## src/rtl/mips_pkg.sv

```systemverilog
// Shared types for the mips front end.
// Fetch FSM states and the prefetch queue entry layout.
package mips_pkg;

    localparam int INSTR_W = 32;

    typedef enum logic [1:0] {
        FS_IDLE,
        FS_RUN,
        FS_FLUSH
    } fetch_state_e;

    typedef struct packed {
        logic [INSTR_W-1:0] instr;
        logic [INSTR_W-1:0] pc;
    } fetch_entry_t;

endpackage

```

## src/rtl/fetch_fifo.sv

```systemverilog
// Synchronous prefetch FIFO with flush and a registered-storage head.
// Flush has priority over push and pop in the same cycle.
module fetch_fifo #(
    parameter int WIDTH = 64,
    parameter int DEPTH = 4
) (
    input  logic                         clk,
    input  logic                         rst_n,
    input  logic                         push,
    input  logic                         pop,
    input  logic                         flush,
    input  logic [WIDTH-1:0]             din,
    output logic [WIDTH-1:0]             dout,
    output logic [$clog2(DEPTH+1)-1:0]   count,
    output logic                         full,
    output logic                         empty
);

    localparam int PW = (DEPTH > 1) ? $clog2(DEPTH) : 1;
    localparam int CW = $clog2(DEPTH + 1);

    logic [WIDTH-1:0] mem [DEPTH];
    logic [PW-1:0]    rd_ptr;
    logic [PW-1:0]    wr_ptr;
    logic [CW-1:0]    cnt;
    logic             do_push;
    logic             do_pop;

    function automatic logic [PW-1:0] next_ptr(input logic [PW-1:0] p);
        if (p == PW'(DEPTH - 1))
            return '0;
        return p + PW'(1);
    endfunction

    assign empty   = (cnt == '0);
    assign full    = (cnt == CW'(DEPTH));
    assign do_push = push && !full;
    assign do_pop  = pop && !empty;
    assign count   = cnt;
    assign dout    = empty ? '0 : mem[rd_ptr];

    always_ff @(posedge clk or negedge rst_n) begin
        if (!rst_n) begin
            rd_ptr <= '0;
            wr_ptr <= '0;
            cnt    <= '0;
        end else if (flush) begin
            rd_ptr <= '0;
            wr_ptr <= '0;
            cnt    <= '0;
        end else begin
            if (do_push)
                wr_ptr <= next_ptr(wr_ptr);
            if (do_pop)
                rd_ptr <= next_ptr(rd_ptr);
            cnt <= cnt + CW'(do_push) - CW'(do_pop);
        end
    end

    always_ff @(posedge clk) begin
        if (do_push && !flush)
            mem[wr_ptr] <= din;
    end

endmodule

```

## src/rtl/fetch_unit.sv

```systemverilog
// Instruction fetch stage: sequential word prefetch into a small queue,
// valid/ready delivery to the core, redirect flush with response drop.
module fetch_unit
    import mips_pkg::*;
#(
    parameter int          DEPTH    = 4,
    parameter logic [31:0] RESET_PC = 32'h0000_0000
) (
    input  logic        clk,
    input  logic        reset,
    output logic        imem_req_o,
    output logic [31:0] imem_addr_o,
    input  logic        imem_gnt_i,
    input  logic        imem_rvalid_i,
    input  logic [31:0] imem_rdata_i,
    output logic        instr_valid_o,
    output logic [31:0] instr_o,
    output logic [31:0] pc_o,
    input  logic        instr_ready_i,
    input  logic        redirect_i,
    input  logic [31:0] redirect_pc_i
);

    localparam int CW   = $clog2(DEPTH + 1);
    localparam int CAPW = CW + 1;
    localparam logic [CAPW-1:0] CAP = CAPW'(DEPTH);

    fetch_state_e state;
    fetch_state_e state_nx;

    logic [31:0]   fetch_pc;
    logic [31:0]   resp_pc;
    logic [31:0]   redir_pc;
    logic [CW-1:0] outstanding;
    logic [CW-1:0] out_nx;
    logic [CW-1:0] count;
    logic [CAPW-1:0] inflight;
    logic          fifo_full;
    logic          fifo_empty;
    logic          req;
    logic          gnt_acc;
    logic          push;
    logic          pop;
    fetch_entry_t  wr_entry;
    fetch_entry_t  head;

    assign redir_pc = redirect_pc_i & 32'hFFFF_FFFC;
    assign inflight = {1'b0, count} + {1'b0, outstanding};
    assign gnt_acc  = req && imem_gnt_i;
    assign out_nx   = outstanding + CW'(gnt_acc) - CW'(imem_rvalid_i);
    assign push     = imem_rvalid_i && (state == FS_RUN);
    assign pop      = instr_valid_o && instr_ready_i;

    always_ff @(posedge clk or negedge reset) begin
        if (!reset)
            state <= FS_IDLE;
        else
            state <= state_nx;
    end

    // Leave FLUSH only once every discarded response has come back
    always_comb begin
        state_nx = state;
        unique case (state)
            FS_IDLE:  state_nx = FS_RUN;
            FS_RUN:   if (redirect_i && out_nx != '0)
                          state_nx = FS_FLUSH;
            FS_FLUSH: if (!redirect_i && out_nx == '0)
                          state_nx = FS_RUN;
            default:  state_nx = FS_IDLE;
        endcase
    end

    always_comb begin
        req = (state == FS_RUN) && !redirect_i
            && !fifo_full && (inflight < CAP);
        imem_req_o  = req;
        imem_addr_o = req ? fetch_pc : '0;
    end

    always_ff @(posedge clk or negedge reset) begin
        if (!reset) begin
            fetch_pc    <= RESET_PC;
            resp_pc     <= RESET_PC;
            outstanding <= '0;
        end else begin
            outstanding <= out_nx;
            if (redirect_i) begin
                fetch_pc <= redir_pc;
                resp_pc  <= redir_pc;
            end else begin
                if (gnt_acc)
                    fetch_pc <= fetch_pc + 32'd4;
                if (push)
                    resp_pc <= resp_pc + 32'd4;
            end
        end
    end

    assign wr_entry.instr = imem_rdata_i;
    assign wr_entry.pc    = resp_pc;

    fetch_fifo #(
        .WIDTH (2 * INSTR_W),
        .DEPTH (DEPTH)
    ) u_fifo (
        .clk   (clk),
        .rst_n (reset),
        .push  (push),
        .pop   (pop),
        .flush (redirect_i),
        .din   (wr_entry),
        .dout  (head),
        .count (count),
        .full  (fifo_full),
        .empty (fifo_empty)
    );

    assign instr_valid_o = !fifo_empty;
    assign instr_o       = head.instr;
    assign pc_o          = head.pc;

endmodule

```

## config.mk

```make
export PLATFORM = sky130hd
export DESIGN_NAME = fetch_unit
export DESIGN_NICKNAME = d
export VERILOG_FILES = /design/src/rtl/mips_pkg.sv /design/src/rtl/fetch_fifo.sv /design/src/rtl/fetch_unit.sv
export SDC_FILE = /design/constraint.sdc
export NUM_CORES = 1
export LEC_CHECK = 0
export ABC_AREA = 1
export CAP_MARGIN = 20
export CORE_ASPECT_RATIO = 1.25
export CORE_UTILIZATION = 45
export DETAILED_ROUTE_END_ITERATION = 7
export MAX_ROUTING_LAYER = met4
export PLACE_DENSITY = 0.71
export SYNTH_ARGS = -nofsm -noshare
export SYNTH_HDL_FRONTEND = slang
export SYNTH_SLANG_ARGS = --single-unit
```

## constraint.sdc

```tcl
create_clock -name clk -period 3.95 [get_ports clk]
set_input_delay 0.5925 -clock clk [delete_from_list [all_inputs] [get_ports clk]]
set_output_delay 0.5925 -clock clk [all_outputs]
set_load 0.005 [all_outputs]
```

# Word level (Yosys, flattened, before mapping)

Memories as Yosys holds them, arrays and structs flattened.
Index checks and enable logic that the tools add are counted.

Add/subtract/negate cells: 9
$lt $le $gt $ge: 1
Equality and inequality tests: 7
Multiplexer cells: 26
Reduce and logical (&&, ||, !) cells: 23

Operators by type and width:

| cell                                                                  | number |
|---|---|
| 32-bit 2-to-1 mux                                                     | 5 |
| 32-bit by 3-bit adder with 32-bit output (second input constant)      | 2 |
| 64-bit 2-to-1 mux                                                     | 1 |
| 2-bit 2-to-1 mux                                                      | 10 |
| 1-bit logical AND                                                     | 11 |
| 1-bit 2-to-1 mux                                                      | 8 |
| 2-bit nonzero test                                                    | 4 |
| 3-bit by 1-bit adder with 3-bit output                                | 2 |
| 2-bit == test (second input constant)                                 | 3 |
| 3-bit zero test                                                       | 2 |
| 2-bit case mux with 3 select lines                                    | 1 |
| 3-bit by 1-bit subtractor with 3-bit output                           | 2 |
| 2-bit by 1-bit adder with 2-bit output (second input constant)        | 2 |
| 3-bit by 3-bit adder with 4-bit output                                | 1 |
| 4-bit by 3-bit < comparator with 1-bit output (second input constant) | 1 |
| 2-bit inequality test (second input constant)                         | 2 |
| 3-bit == test (second input constant)                                 | 1 |
| 1-bit zero test                                                       | 3 |
| 3-bit 2-to-1 mux                                                      | 1 |
| 3-bit nonzero test                                                    | 1 |
| 2-bit by 1-bit == test with 1-bit output (second input constant)      | 1 |
| 2-bit zero test                                                       | 1 |
| 2-bit AND reduction                                                   | 1 |

Flip-flop bits (word level): 76
Memory bits (writable): 256
Input port bits: 70
Output and inout bits: 98
Logic and storage cells: 74
Memories kept: 1

Memory list:

| memory     | words | bits a word | read ports | clocked after memory_dff | wr ports | RTL line         | text |
|---|---|---|---|---|---|---|---|
| u_fifo.mem | 4     | 64          | 1          | 0                        | 1        | fetch_fifo.sv:22 | `logic [WIDTH-1:0] mem [DEPTH];` |

# Longest topological paths before layout

Gate-level depths: netlist (run 1).

Depth after elaboration: 11
Depth in mapped cells: 16
Mapped depth without buffers: 16

# Modules after synthesis

A second synthesis (run 1) with hierarchy kept.

Cells, all modules: 1793
Area total of the unflattened synthesis: 16050.4 µm²

Modules (own cells, without submodules):

| module     | times used | cells each | area an instance (µm²) | seq. area each (µm²) |
|---|---|---|---|---|
| fetch_fifo | 1          | 1072       | 11403.4                | 7862.5 |
| fetch_unit | 1          | 721        | 4647.0                 | 1626.6 |

# Worst setup path after synthesis (run 1)

Ideal clock, no wire load.

Path type: in2reg
Start: input port redirect_i
End: memory u_fifo.mem[0][10] (enable)
Setup time: 0.482 ns
Data arrival time: 3.880 ns
Required time: 3.468 ns
Path slack: -0.413 ns
Cell stages on the path: 5
Path buffers: 2
Path through: inv_2 -> buf_2 -> buf_1 -> nand2_1 -> nor2_1

Cells in the longest elaborated chain, start to end: 4

Ends and longest elaborated chain:

| element                                | RTL line         | text |
|---|---|---|
| start: declaration                     | fetch_unit.sv:20 | `input logic redirect_i,` |
| 1-bit zero test                        | fetch_fifo.sv:61 | `if (do_push && !flush)` |
| 1-bit logical AND                      | fetch_fifo.sv:61 |  |
| 1-bit 2-to-1 mux                       | fetch_fifo.sv:61 |  |
| 1-bit 2-to-1 mux (not written as such) | fetch_fifo.sv:62 | `mem[wr_ptr] <= din;` |
| end: declaration                       | fetch_fifo.sv:22 |  |

No other way between the ends.

# Worst setup path in the final report (run 1)

Start: register u_fifo.rd_ptr[0]
End: output port instr_o[26]

Cells in the longest elaborated chain, start to end: 2

Ends and longest elaborated chain:

| element                  | RTL line         | text |
|---|---|---|
| start: declaration       | fetch_fifo.sv:23 | `logic [PW-1:0] rd_ptr;` |
| start signal: assignment | fetch_fifo.sv:55 | `rd_ptr <= next_ptr(rd_ptr);` |
| memory read 4 x 64 bit   | --               |  |
| 64-bit 2-to-1 mux        | fetch_fifo.sv:40 | `assign dout = empty ? '0 : mem[rd_ptr];` |
| end: declaration         | fetch_unit.sv:17 | `output logic [31:0] instr_o,` |

No other way between the ends.

==> results of run 1 <==
[critical path: stages (launching register included)]
cell and delay (ps):
sky130_fd_sc_hd__dfrtp_4 670, sky130_fd_sc_hd__inv_2 370, sky130_fd_sc_hd__buf_4 440, sky130_fd_sc_hd__o21ai_0 160, sky130_fd_sc_hd__a21oi_1 220, sky130_fd_sc_hd__clkdlybuf4s50_1 530
[synth_stat cells, types with 3 or more instances]
library cell / count / area [um2]
sky130_fd_sc_hd__nor2_1: 364 / 1370
sky130_fd_sc_hd__edfxtp_1: 248 / 7450
sky130_fd_sc_hd__nand2_1: 244 / 916
sky130_fd_sc_hd__o21ai_0: 149 / 746
sky130_fd_sc_hd__inv_1: 103 / 387
sky130_fd_sc_hd__a21oi_1: 94 / 470
sky130_fd_sc_hd__nand3_1: 79 / 395
sky130_fd_sc_hd__dfrtp_1: 72 / 1800
sky130_fd_sc_hd__clkbuf_1: 39 / 146
sky130_fd_sc_hd__buf_2: 14 / 70.1
sky130_fd_sc_hd__xor2_1: 13 / 114
sky130_fd_sc_hd__ha_1: 12 / 150
sky130_fd_sc_hd__o211ai_1: 12 / 90.1
sky130_fd_sc_hd__buf_4: 8 / 60.1
sky130_fd_sc_hd__inv_2: 8 / 30.0
sky130_fd_sc_hd__nor2_2: 8 / 50.1
sky130_fd_sc_hd__nand4_1: 7 / 43.8
sky130_fd_sc_hd__o21ai_1: 7 / 35.0
sky130_fd_sc_hd__buf_1: 6 / 22.5
sky130_fd_sc_hd__nor3_1: 5 / 25.0
sky130_fd_sc_hd__clkinv_1: 4 / 15.0
sky130_fd_sc_hd__xnor2_1: 4 / 35.0
sky130_fd_sc_hd__a22oi_1: 3 / 22.5
sky130_fd_sc_hd__o21bai_1: 3 / 22.5
sky130_fd_sc_hd__or2_2: 3 / 18.8
[routing by layer]
metal / global-route usage / vias to the layer above / routed length (um)
li1: - / 5407 / -
met1: 0.264 / 5287 / 14400
met2: 0.378 / 309 / 17600
met3: 0.0274 / 57 / 2050
met4: 0.0546 / 0 / 716
met5: - / - / 0
[worst max path at each step]
stage	to	slack, ps	cells after the start
3_5_place_dp	state[1]$_DFFE_PN0P_	880	15
4_1_cts	instr_o[26]	320	5
5_1_grt	instr_o[26]	160	5
3_3_place_gp	instr_o[26]	930	5
2_1_floorplan	u_fifo.mem[0][10]$_DFFE_PP_	-410	5
6_report	instr_o[26]	400	5
[logic make-up (layout without fill, tap and decap cells)]
family | Yosys count | in the layout
flops | 320 | 320
fa+ha+maj | 14 | 14
other cells | 1 | 4
compound gates | 273 | 273
xor+xnor | 17 | 17
buf+inv | 183 | 347
simple gates | 720 | 720
[through the flow]
step | hold slack, ps | std cells | utilization
finish | 143 | 2107 | 0.552
global route | 183 | 2107 | 0.552
CTS | 143 | 2107 | 0.552
detailed placement | 538 | 2052 | 0.523
global placement | 531 | 2052 | 0.523
floorplan | 297 | 1531 | -
[area by class of cell]
cell class / instances / area, um2 / share of cell area
clock inverters: 12 / 66.3 / 0.00376
well taps: 412 / 515 / 0.0292
clock buffers: 43 / 851 / 0.0482
inverters: 115 / 432 / 0.0245
multi-input cells: 1028 / 4720 / 0.268
repair buffers: 177 / 1810 / 0.102
flip-flops and latches: 320 / 9250 / 0.524
[state kept, by name, indices dropped and copies added (netlist names)]
register       flops
u_fifo.count       3
u_fifo.rd_ptr      2
state              2
u_fifo.mem       248
fetch_pc          30
u_fifo.wr_ptr      2
outstanding        3
resp_pc           30
[power groups by stage]
| stage | Sequential (uW) | Clock (uW) | Combinational, uW |
|---|---|---|---|
| after floorplan | 4310 | 0 | 1730 |
| after global placement | 4430 | 0 | 3230 |
| after detailed placement | 4450 | 0 | 3270 |
| after CTS | 4380 | 2720 | 3280 |
| after global routing | 4430 | 2860 | 3620 |
| final | 4390 | 2670 | 3240 |
==> metrics.sh, run 1 <==
OUTCOME='complete, no violations'
SYNTHCELLS=1528
MOSTFREQUENTLAYOUTCELL='sky130_fd_sc_hd__nor2_1'
FIN_SKEW_PS=20.9
DPL-INSTANCE-AREA_UM2=16700
TRITONCTS_CLOCK_TREE='built'
CHIPWIDTH_UM=163
WORSTPATHARRIVAL_PS=2960
CTS.REPORTEDPATHS.CLKPINSLEW_PS=70
FINAL_MAX_TRAN_VIOLS=0
CELLPOWERDENSITY_nW_PER_UM2=583
YOSYS-MUX-AREA-FRACTION=0
SYN_TO_FINAL_GROWTH_PCT=20.3
MOST_FREQUENT_CELLS_IN_THE_LAYOUT='sky130_fd_sc_hd__nor2_1, sky130_fd_sc_hd__edfxtp_1, sky130_fd_sc_hd__nand2_1'
DRT_DRC_VIOLATIONS_LEFT=0
CRITPATHMAXFANOUT=44
MAPPEDNETLISTAREA_UM2=14700
FINISH.INSTANCE_AREA_UM2=17700
ROUTE.ANTENNA.REMAINING_NETS=0
POSTSYNTH.TOPFLOPCELL='sky130_fd_sc_hd__edfxtp_1'
P_SWITCHING_uW=3330
TIMING.FINAL.CRIT_SHARE=0.898
SLEW_HEADROOM=0.446
CLK_LATENCY_PS=550
NUM-FILL-CELLS=2764
ROUTE.DETAILED.VIAS_PER_INST=5.25
VIA_COUNT_OF_THE_FIRST_GLOBAL_ROUTING_PASS=10800
NUMBER_OF_BUFFERS_INSERTED_BY_HOLD_REPAIR_AT_CTS=0
WIRELENGTH_UM=34800
FINALNETCOUNT=1756
DOMINANT_COMBINATIONAL_CELL_FAMILY_BY_AREA_AFTER_SYNTHESIS='simple AND/OR/NAND/NOR gates'
WORST_SETUP_PATH_END_KIND='output pin'
FINAL_CRITICAL_PATH_REQUIRED_PERIOD_PS=3550
YS_ASYNC_RST_SHARE=0.225
WORST-R2R-CELL-COUNT=15
SETUP_VIOL=0
DETAILEDPLACEMENTHPWL_UM=21800
NUMBER_OF_ENABLE_FLIP_FLOP_CELLS_AFTER_SYNTHESIS=248
POSTSYNTHAREAPERCELL_UM2=9.60
PRECTSSETUPSLACK_PS=882
PWR-SHARE-SEQ=0.426
OVERFLOW_AFTER_GRT=0
SYNTH_SIMPLE_GATE_AREA_SHARE=0.198
CTS_SETUP_BUFFERS=0
FRACTION_OF_THE_YOSYS_AREA_TAKEN_BY_SEQUENTIAL_CELLS=0.631
SETUP-TNS-FINAL_PS=0
PORT_BUFFERS=161
GRT_START_MAX_NET_PINS=87
SYNTH-ADDER-AREA-SHARE=0.0130
LONGEST_CLK_PATH_BUFS=3
HEIGHT_OF_THE_CHIP_UM=204
FP.COREAREA_UM2=32000
PATH_CLASS='reg2out'
SYNTH.FF_LATCH_COUNT=320
CTS-BUFFERS-INSERTED=30
SYNTH-WARNING-COUNT=0
CLOCK-ROOT-BUFFER='sky130_fd_sc_hd__clkbuf_16'
SYNTH_COMPOUND_AREA_FRAC=0.0970
REQUIRED_PS=3360
P_LEAK_uW=0.00659
ANTENNA_CELLS=0
MIN-DELAY-PATH-CLASS='in2async'
CLKSINKCOUNT=320
REPORT.FINAL.HOLD_VIOL_COUNT=0
PEAK_FREQ_MHz=282
INITIAL_CORE_UTIL=0.459
POST-LAYOUT-TOTAL-POWER_uW=10300
DRT-WIRELENGTH-PER-CELL_UM=16.5
DRT_PASS1_ITERATIONS=5
WORST_SETUP_PATH_STARTPOINT='u_fifo.rd_ptr[0]$_DFFE_PN0P_'
REG2REG_TO='state[1]$_DFFE_PN0P_'
CTSHTREEMAXLEVEL=1
GRT_USE_TOTAL=0.216
SHARE_COMB_OF_TOTAL_POWER=0.315
DRIVE_GT1_FRAC=0.0543
REGISTER_TO_REGISTER_SETUP_SLACK_PS=870
DR.FIRST_ITER.DRC_COUNT=714
REGTOREGSTARTPOINT='u_fifo.count[2]$_DFF_PN0_'
CAP_VIOL_MAX_COUNT=0
CLOCK_NETWORK_POWER_SHARE=0.259
RSZ0062_AT_GRT='no'
INTERNAL_POWER_uW=6970
NUMBER_OF_CELL_ROWS=73
IRDROPWORSTVDD_uV=431
DETAILROUTE.VIA_COUNT=11100
GLOBAL_ROUTE_WIRE_LENGTH_BEFORE_REPAIR_UM=55100
P_SW_FRAC=0.324
SYNTH_CELL_TYPES=39
ANTENNA_FOUND_INITIAL=0
WORST-SLEW-PIN-TRANSITION_PS=831
POST_SYNTH_XOR_AREA_FRACTION=0.0102
ROUTABILITY_DRIVEN_PLACEMENT_CONGESTION_RATIO=0.903
POST-ROUTE-WORST-SETUP-SLACK_PS=402
CTS_RESIZED=0
DIE-AREA_UM2=33300
BOUNDARYPINS=168
STARTPOINT_TYPE='register'
Note: power is estimated with default switching activity, not from simulation.
==> run 2: changes to the inputs <==
- CORE_MARGIN: unset -> 10
==> metrics.sh, run 2 (synthesis results as in run 1) <==
OUTCOME='complete, no violations'  # unchanged
CTS.REPORTEDPATHS.CLKPINSLEW_PS=70  # about the same
ROUTABILITY_DRIVEN_PLACEMENT_CONGESTION_RATIO=0.880  # was 0.903
PRECTSSETUPSLACK_PS=854  # was 882 ps
ROUTE.DETAILED.VIAS_PER_INST=5.29  # was 5.25
GRT_USE_TOTAL=0.180  # was 0.216
CELLPOWERDENSITY_nW_PER_UM2=594  # was 583 nW/um2
PORT_BUFFERS=161  # unchanged
NUMBER_OF_BUFFERS_INSERTED_BY_HOLD_REPAIR_AT_CTS=0  # unchanged
WORST_SETUP_PATH_END_KIND='output pin'  # unchanged
FINAL_MAX_TRAN_VIOLS=0  # unchanged
DPL-INSTANCE-AREA_UM2=16700  # about the same
WIRELENGTH_UM=36800  # was 34800 um
PEAK_FREQ_MHz=296  # was 282 MHz
SLEW_HEADROOM=0.340  # was 0.446
DRT_PASS1_ITERATIONS=5  # unchanged
MOST_FREQUENT_CELLS_IN_THE_LAYOUT='sky130_fd_sc_hd__nor2_1, sky130_fd_sc_hd__edfxtp_1, sky130_fd_sc_hd__nand2_1'  # unchanged
FLIP_FLOP_COUNT_OF_THE_LARGEST_REGISTER_ALL_COPIES_AND_WORDS_ADDED=248  # unchanged
CAP_VIOL_MAX_COUNT=0  # unchanged
IRDROPWORSTVDD_uV=435  # was 431 uV
P_LEAK_uW=0.00662  # was 0.00659 uW
FINISH.INSTANCE_AREA_UM2=17700  # about the same
REGMOSTFLOPS='u_fifo.mem'  # unchanged
ROUTE.ANTENNA.REMAINING_NETS=0  # unchanged
ANTENNA_CELLS=0  # unchanged
POST-ROUTE-WORST-SETUP-SLACK_PS=574  # was 402 ps
BOUNDARYPINS=168  # unchanged
CTS_RESIZED=0  # unchanged
LONGEST_CLK_PATH_BUFS=3  # unchanged
WORST-SLEW-PIN-TRANSITION_PS=990  # was 831 ps
GRT_START_MAX_NET_PINS=126  # was 87
CTS-BUFFERS-INSERTED=31  # was 30
HEIGHT_OF_THE_CHIP_UM=222  # was 204 um
MOSTFREQUENTLAYOUTCELL='sky130_fd_sc_hd__nor2_1'  # unchanged
CRITPATHCAPTURE='instr_o[31]'  # was instr_o[26]
PATH_CLASS='reg2out'  # unchanged
INITIAL_CORE_UTIL=0.459  # unchanged
DRT_DRC_VIOLATIONS_LEFT=0  # unchanged
DIE-AREA_UM2=40300  # was 33300 um2
CLOCK-ROOT-BUFFER='sky130_fd_sc_hd__clkbuf_16'  # unchanged
DRIVE_GT1_FRAC=0.0559  # was 0.0543
RSZ0062_AT_GRT='no'  # unchanged
NUM-FILL-CELLS=2769  # was 2764
NUMBER_OF_CELL_ROWS=73  # unchanged
VIA_COUNT_OF_THE_FIRST_GLOBAL_ROUTING_PASS=11100  # was 10800
STARTPOINT_TYPE='register'  # unchanged
FP.COREAREA_UM2=32000  # unchanged
CTSHTREEMAXLEVEL=1  # unchanged
FIN_SKEW_PS=9.92  # was 20.9 ps
TOP_REGS='u_fifo.mem x248, fetch_pc x30, resp_pc x30'  # unchanged
CLK_LATENCY_PS=550  # about the same
SYN_TO_FINAL_GROWTH_PCT=20.9  # was 20.3%
CRITPATHMAXFANOUT=40  # was 44
MIN-DELAY-PATH-CLASS='in2async'  # unchanged
WORST-R2R-CELL-COUNT=15  # unchanged
CHIPWIDTH_UM=181  # was 163 um
DR.FIRST_ITER.DRC_COUNT=779  # was 714
WORSTPATHARRIVAL_PS=2780  # was 2960 ps
DRT-WIRELENGTH-PER-CELL_UM=17.4  # was 16.5 um
REQUIRED_PS=3360  # about the same
REGISTER_AREA_UM2=9250  # unchanged
CLKSINKCOUNT=320  # unchanged
REPORT.FINAL.HOLD_VIOL_COUNT=0  # unchanged
FINAL_CRITICAL_PATH_REQUIRED_PERIOD_PS=3380  # was 3550 ps
REG2REG_TO='state[1]$_DFFE_PN0P_'  # unchanged
SETUP_VIOL=0  # unchanged
FINALNETCOUNT=1757  # was 1756
DETAILEDPLACEMENTHPWL_UM=23200  # was 21800 um
MULTI_INPUT_COMB_AREA_UM2=4720  # unchanged
OVERFLOW_AFTER_GRT=0  # unchanged
GLOBAL_ROUTE_WIRE_LENGTH_BEFORE_REPAIR_UM=57900  # was 55100 um
DETAILROUTE.VIA_COUNT=11200  # was 11100
REGISTER_TO_REGISTER_SETUP_SLACK_PS=910  # was 870 ps
POST-ROUTE-UTIL=0.555  # was 0.552
WORST_SETUP_PATH_STARTPOINT='u_fifo.rd_ptr[0]$_DFFE_PN0P_'  # unchanged
REGTOREGSTARTPOINT='u_fifo.count[2]$_DFF_PN0_'  # unchanged
ANTENNA_FOUND_INITIAL=0  # unchanged
POST-LAYOUT-TOTAL-POWER_uW=10500  # was 10300 uW
TIMING.FINAL.CRIT_SHARE=0.855  # was 0.898
CTS_SETUP_BUFFERS=0  # unchanged
TRITONCTS_CLOCK_TREE='built'  # unchanged
==> run 2: changes by cell type in the layout (fill, tap and decap cells not counted) <==
| cell | delta |
|---|---|
| sky130_fd_sc_hd__bufinv_16 | +3 |
| sky130_fd_sc_hd__clkbuf_1 | -3 |
| sky130_fd_sc_hd__clkbuf_8 | -3 |
| sky130_fd_sc_hd__clkinv_1 | +3 |
| sky130_fd_sc_hd__clkinv_2 | +2 |
| sky130_fd_sc_hd__buf_12 | +1 |
| sky130_fd_sc_hd__buf_4 | -1 |
| sky130_fd_sc_hd__clkinv_4 | -1 |
| sky130_fd_sc_hd__clkinvlp_4 | +1 |
| sky130_fd_sc_hd__inv_6 | +1 |
==> run 2: power by group <==
group | internal (uW) | switching, uW
registers | 4020 | 327
clock network | 1640 | 1220
logic | 1460 | 1870
==> run 2: area by class of cell <==
class	count	area share
clock buffers	37	0.0450
clock inverters	21	0.0104
inverters	115	0.0243
multi-input cells	1028	0.266
flip-flops and latches	320	0.522
well taps	412	0.0291
repair buffers	177	0.103
==> run 2: critical path, stage by stage (launching register included) <==
cell                              delay [ps]
sky130_fd_sc_hd__dfrtp_4                 490
sky130_fd_sc_hd__inv_2                   380
sky130_fd_sc_hd__buf_4                   440
sky130_fd_sc_hd__o21ai_0                 160
sky130_fd_sc_hd__a21oi_1                 200
sky130_fd_sc_hd__clkdlybuf4s50_1         540
==> run 2: through the flow <==
step,std cells,hold slack (ps),TNS [ps]
global route,2110,324,0
global placement,2052,531,0
floorplan,1531,297,-102380
detailed placement,2052,526,0
CTS,2110,313,0
finish,2110,253,0
==> run 2: worst min path at each step <==
stage | start | to
finish | reset | fetch_pc[30]$_DFFE_PN0N_
global route | reset | fetch_pc[30]$_DFFE_PN0N_
CTS | reset | fetch_pc[30]$_DFFE_PN0N_
detailed placement | state[0]$_DFFE_PN0P_ | state[0]$_DFFE_PN0P_
global placement | outstanding[0]$_DFF_PN0_ | outstanding[0]$_DFF_PN0_
floorplan | reset | fetch_pc[10]$_DFFE_PN0N_
==> run 2: per-layer routing <==
| layer | part of all wire | track usage | vias to the layer above | routed length (um) |
|---|---|---|---|---|
| li1 | - | - | 5411 | - |
| met1 | 0.43 | 0.221 | 5355 | 15900 |
| met2 | 0.49 | 0.302 | 328 | 18200 |
| met3 | 0.048 | 0.0248 | 61 | 1770 |
| met4 | 0.025 | 0.0581 | 0 | 929 |
| met5 | 0 | - | - | 0 |
==> run 3: changes to the inputs <==
- PLACE_DENSITY: 0.71 -> 0.68
- clock period: 3.95 -> 3.85 ns (I/O delays scaled with it)
==> metrics.sh, run 3 (synthesis results as in run 1) <==
VIA_COUNT_OF_THE_FIRST_GLOBAL_ROUTING_PASS=11300  # was 11100
NUMBER_OF_CELL_ROWS=73  # unchanged
NUMBER_OF_BUFFERS_INSERTED_BY_HOLD_REPAIR_AT_CTS=0  # unchanged
SLEW_HEADROOM=0.421  # was 0.340
WORSTPATHARRIVAL_PS=2790  # was 2780 ps
ANTENNA_CELLS=0  # unchanged
DRT_PASS1_ITERATIONS=5  # unchanged
IRDROPWORSTVDD_uV=402  # was 435 uV
MOSTFREQUENTLAYOUTCELL='sky130_fd_sc_hd__nor2_1'  # unchanged
OUTCOME='complete, no violations'  # unchanged
CAP_VIOL_MAX_COUNT=0  # unchanged
TIMING.FINAL.CRIT_SHARE=0.874
REPORT.FINAL.HOLD_VIOL_COUNT=0  # unchanged
RSZ0062_AT_GRT='no'  # unchanged
MOST_FREQUENT_CELLS_IN_THE_LAYOUT='sky130_fd_sc_hd__nor2_1, sky130_fd_sc_hd__edfxtp_1, sky130_fd_sc_hd__nand2_1'  # unchanged
REQUIRED_PS=3270  # was 3360 ps
DETAILROUTE.VIA_COUNT=11000  # was 11200
DRT_DRC_VIOLATIONS_LEFT=0  # unchanged
DRIVE_GT1_FRAC=0.0581  # was 0.0559
DETAILEDPLACEMENTHPWL_UM=24100  # was 23200 um
SYN_TO_FINAL_GROWTH_PCT=21.3  # was 20.9%
WORST_SETUP_PATH_END_KIND='output pin'  # unchanged
ROUTABILITY_DRIVEN_PLACEMENT_CONGESTION_RATIO=0.971  # was 0.880
CRITICAL-PATH-SLOWEST-CELL='sky130_fd_sc_hd__clkdlybuf4s50_1'  # unchanged
MIN-DELAY-PATH-CLASS='in2async'  # unchanged
DIE-AREA_UM2=40300  # unchanged
PRECTSSETUPSLACK_PS=738  # was 854 ps
CP_SLOWEST_STAGE_DELAY_PS=590  # was 540 ps
ANTENNA_FOUND_INITIAL=0  # unchanged
GLOBAL_ROUTE_WIRE_LENGTH_BEFORE_REPAIR_UM=58400  # was 57900 um
POST-ROUTE-UTIL=0.557  # was 0.555
GRT_USE_TOTAL=0.181  # was 0.180
POST-ROUTE-WORST-SETUP-SLACK_PS=484  # was 574 ps
LONGEST_CLK_PATH_BUFS=3  # unchanged
OVERFLOW_AFTER_GRT=0  # unchanged
FP.COREAREA_UM2=32000  # unchanged
FLIP_FLOP_COUNT_OF_THE_LARGEST_REGISTER_ALL_COPIES_AND_WORDS_ADDED=248  # unchanged
CELLPOWERDENSITY_nW_PER_UM2=610  # was 594 nW/um2
P_LEAK_uW=0.00665  # was 0.00662 uW
GRT_START_MAX_NET_PINS=126  # unchanged
CLK_LATENCY_PS=560  # was 550 ps
BOUNDARYPINS=168  # unchanged
TOP_REGS='u_fifo.mem x248, fetch_pc x30, resp_pc x30'  # unchanged
SETUP-TNS-FINAL_PS=0  # unchanged
ROUTE.ANTENNA.REMAINING_NETS=0  # unchanged
CTSHTREEMAXLEVEL=1  # unchanged
WORST-SLEW-PIN-TRANSITION_PS=868  # was 990 ps
INITIAL_CORE_UTIL=0.459  # unchanged
CHIPWIDTH_UM=181  # unchanged
CRITPATHMAXFANOUT=42  # was 40
DRT-WIRELENGTH-PER-CELL_UM=17.4  # about the same
HEIGHT_OF_THE_CHIP_UM=222  # unchanged
CTS-BUFFERS-INSERTED=31  # unchanged
FINAL_MAX_TRAN_VIOLS=0  # unchanged
WIRELENGTH_UM=36700  # was 36800 um
FINALNETCOUNT=1763  # was 1757
FINAL_CRITICAL_PATH_REQUIRED_PERIOD_PS=3370
SETUP_VIOL=0  # unchanged
REGMOSTFLOPS='u_fifo.mem'  # unchanged
PORT_BUFFERS=161  # unchanged
ROUTE.DETAILED.VIAS_PER_INST=5.21  # was 5.29
TRITONCTS_CLOCK_TREE='built'  # unchanged
CLKSINKCOUNT=320  # unchanged
PEAK_FREQ_MHz=297
CPLARGESTDELAYFAMILY='buffers and inverters'  # unchanged
DR.FIRST_ITER.DRC_COUNT=751  # was 779
CTS_RESIZED=0  # unchanged
PATH_CLASS='reg2out'  # unchanged
CLOCK-ROOT-BUFFER='sky130_fd_sc_hd__clkbuf_16'  # unchanged
TIMING.CRITICAL_PATH.CELLS='inv_2, buf_12, o21ai_0, a21oi_1, clkdlybuf4s50_1'  # was inv_2, buf_4, o21ai_0, a21oi_1, clkdlybuf4s50_1
CTS.REPORTEDPATHS.CLKPINSLEW_PS=60  # was 70 ps
COUNT_OF_BUFFER_AND_INVERTER_CELLS_ON_THE_CRITICAL_PATH=3  # unchanged
STARTPOINT_TYPE='register'  # unchanged
FIN_SKEW_PS=30.2  # was 9.92 ps
CTS_SETUP_BUFFERS=0  # unchanged
WORST_HOLD_SLACK_PS=135  # was 253 ps
==> run 3: cell types whose count changed in the layout (fill, tap and decap cells not counted), sizes merged <==
cell      before  now
clkinvlp       3    2
clkbuf        37   44
buf           18   24
clkinv        17   10
==> run 3: stage by stage <==
stage | power (uW) | area [um2] | std cells
after CTS | 11000 | 17800 | 2115
after global placement | 7970 | 16800 | 2058
final | 10900 | 17800 | 2115
after global routing | 11500 | 17800 | 2115
after floorplan | 6190 | 14700 | 1531
after detailed placement | 8030 | 16800 | 2058
==> run 3: final cells by class <==
class | instances | area, um2
Timing Repair Buffer | 183 | 1890
Tap cell | 412 | 515
Clock inverter | 13 | 146
Clock buffer | 44 | 835
Sequential cell | 320 | 9250
Fill cell | 2772 | 14200
Multi-Input combinational cell | 1028 | 4720
Inverter | 115 | 432
==> run 3: routing by layer <==
metal  global-route usage  share of wire  vias to the layer above
met5                    -              0                        -
met4               0.0561          0.024                        0
met3               0.0263          0.052                       55
met2                0.311           0.50                      329
met1                0.217           0.42                     5222
li1                     -              -                     5409
==> run 3: worst paths after layout <==
| check | startpoint | to | slack, ps | cells past startpoint |
|---|---|---|---|---|
| max | u_fifo.rd_ptr[0]$_DFFE_PN0P_ | pc_o[14] | 480 | 5 |
| min | reset | fetch_pc[15]$_DFFE_PN0N_ | 140 | 1 |
| max reg2reg | u_fifo.count[2]$_DFF_PN0_ | state[1]$_DFFE_PN0P_ | 750 | 15 |
| min reg2reg | state[0]$_DFFE_PN0P_ | state[0]$_DFFE_PN0P_ | 540 | 3 |
| max in group asynchronous | reset | fetch_pc[19]$_DFFE_PN0N_ | 2900 | 2 |
| min in group clk | state[0]$_DFFE_PN0P_ | state[0]$_DFFE_PN0P_ | 540 | 3 |
==> run 3: where the power goes <==
group / internal, uW / switching, uW / leakage [uW]
combinational: 1530 / 1920 / 0.00306
sequential: 4130 / 336 / 0.00312
clock: 1710 / 1220 / 0.000472
total: 7370 / 3480 / 0.00665
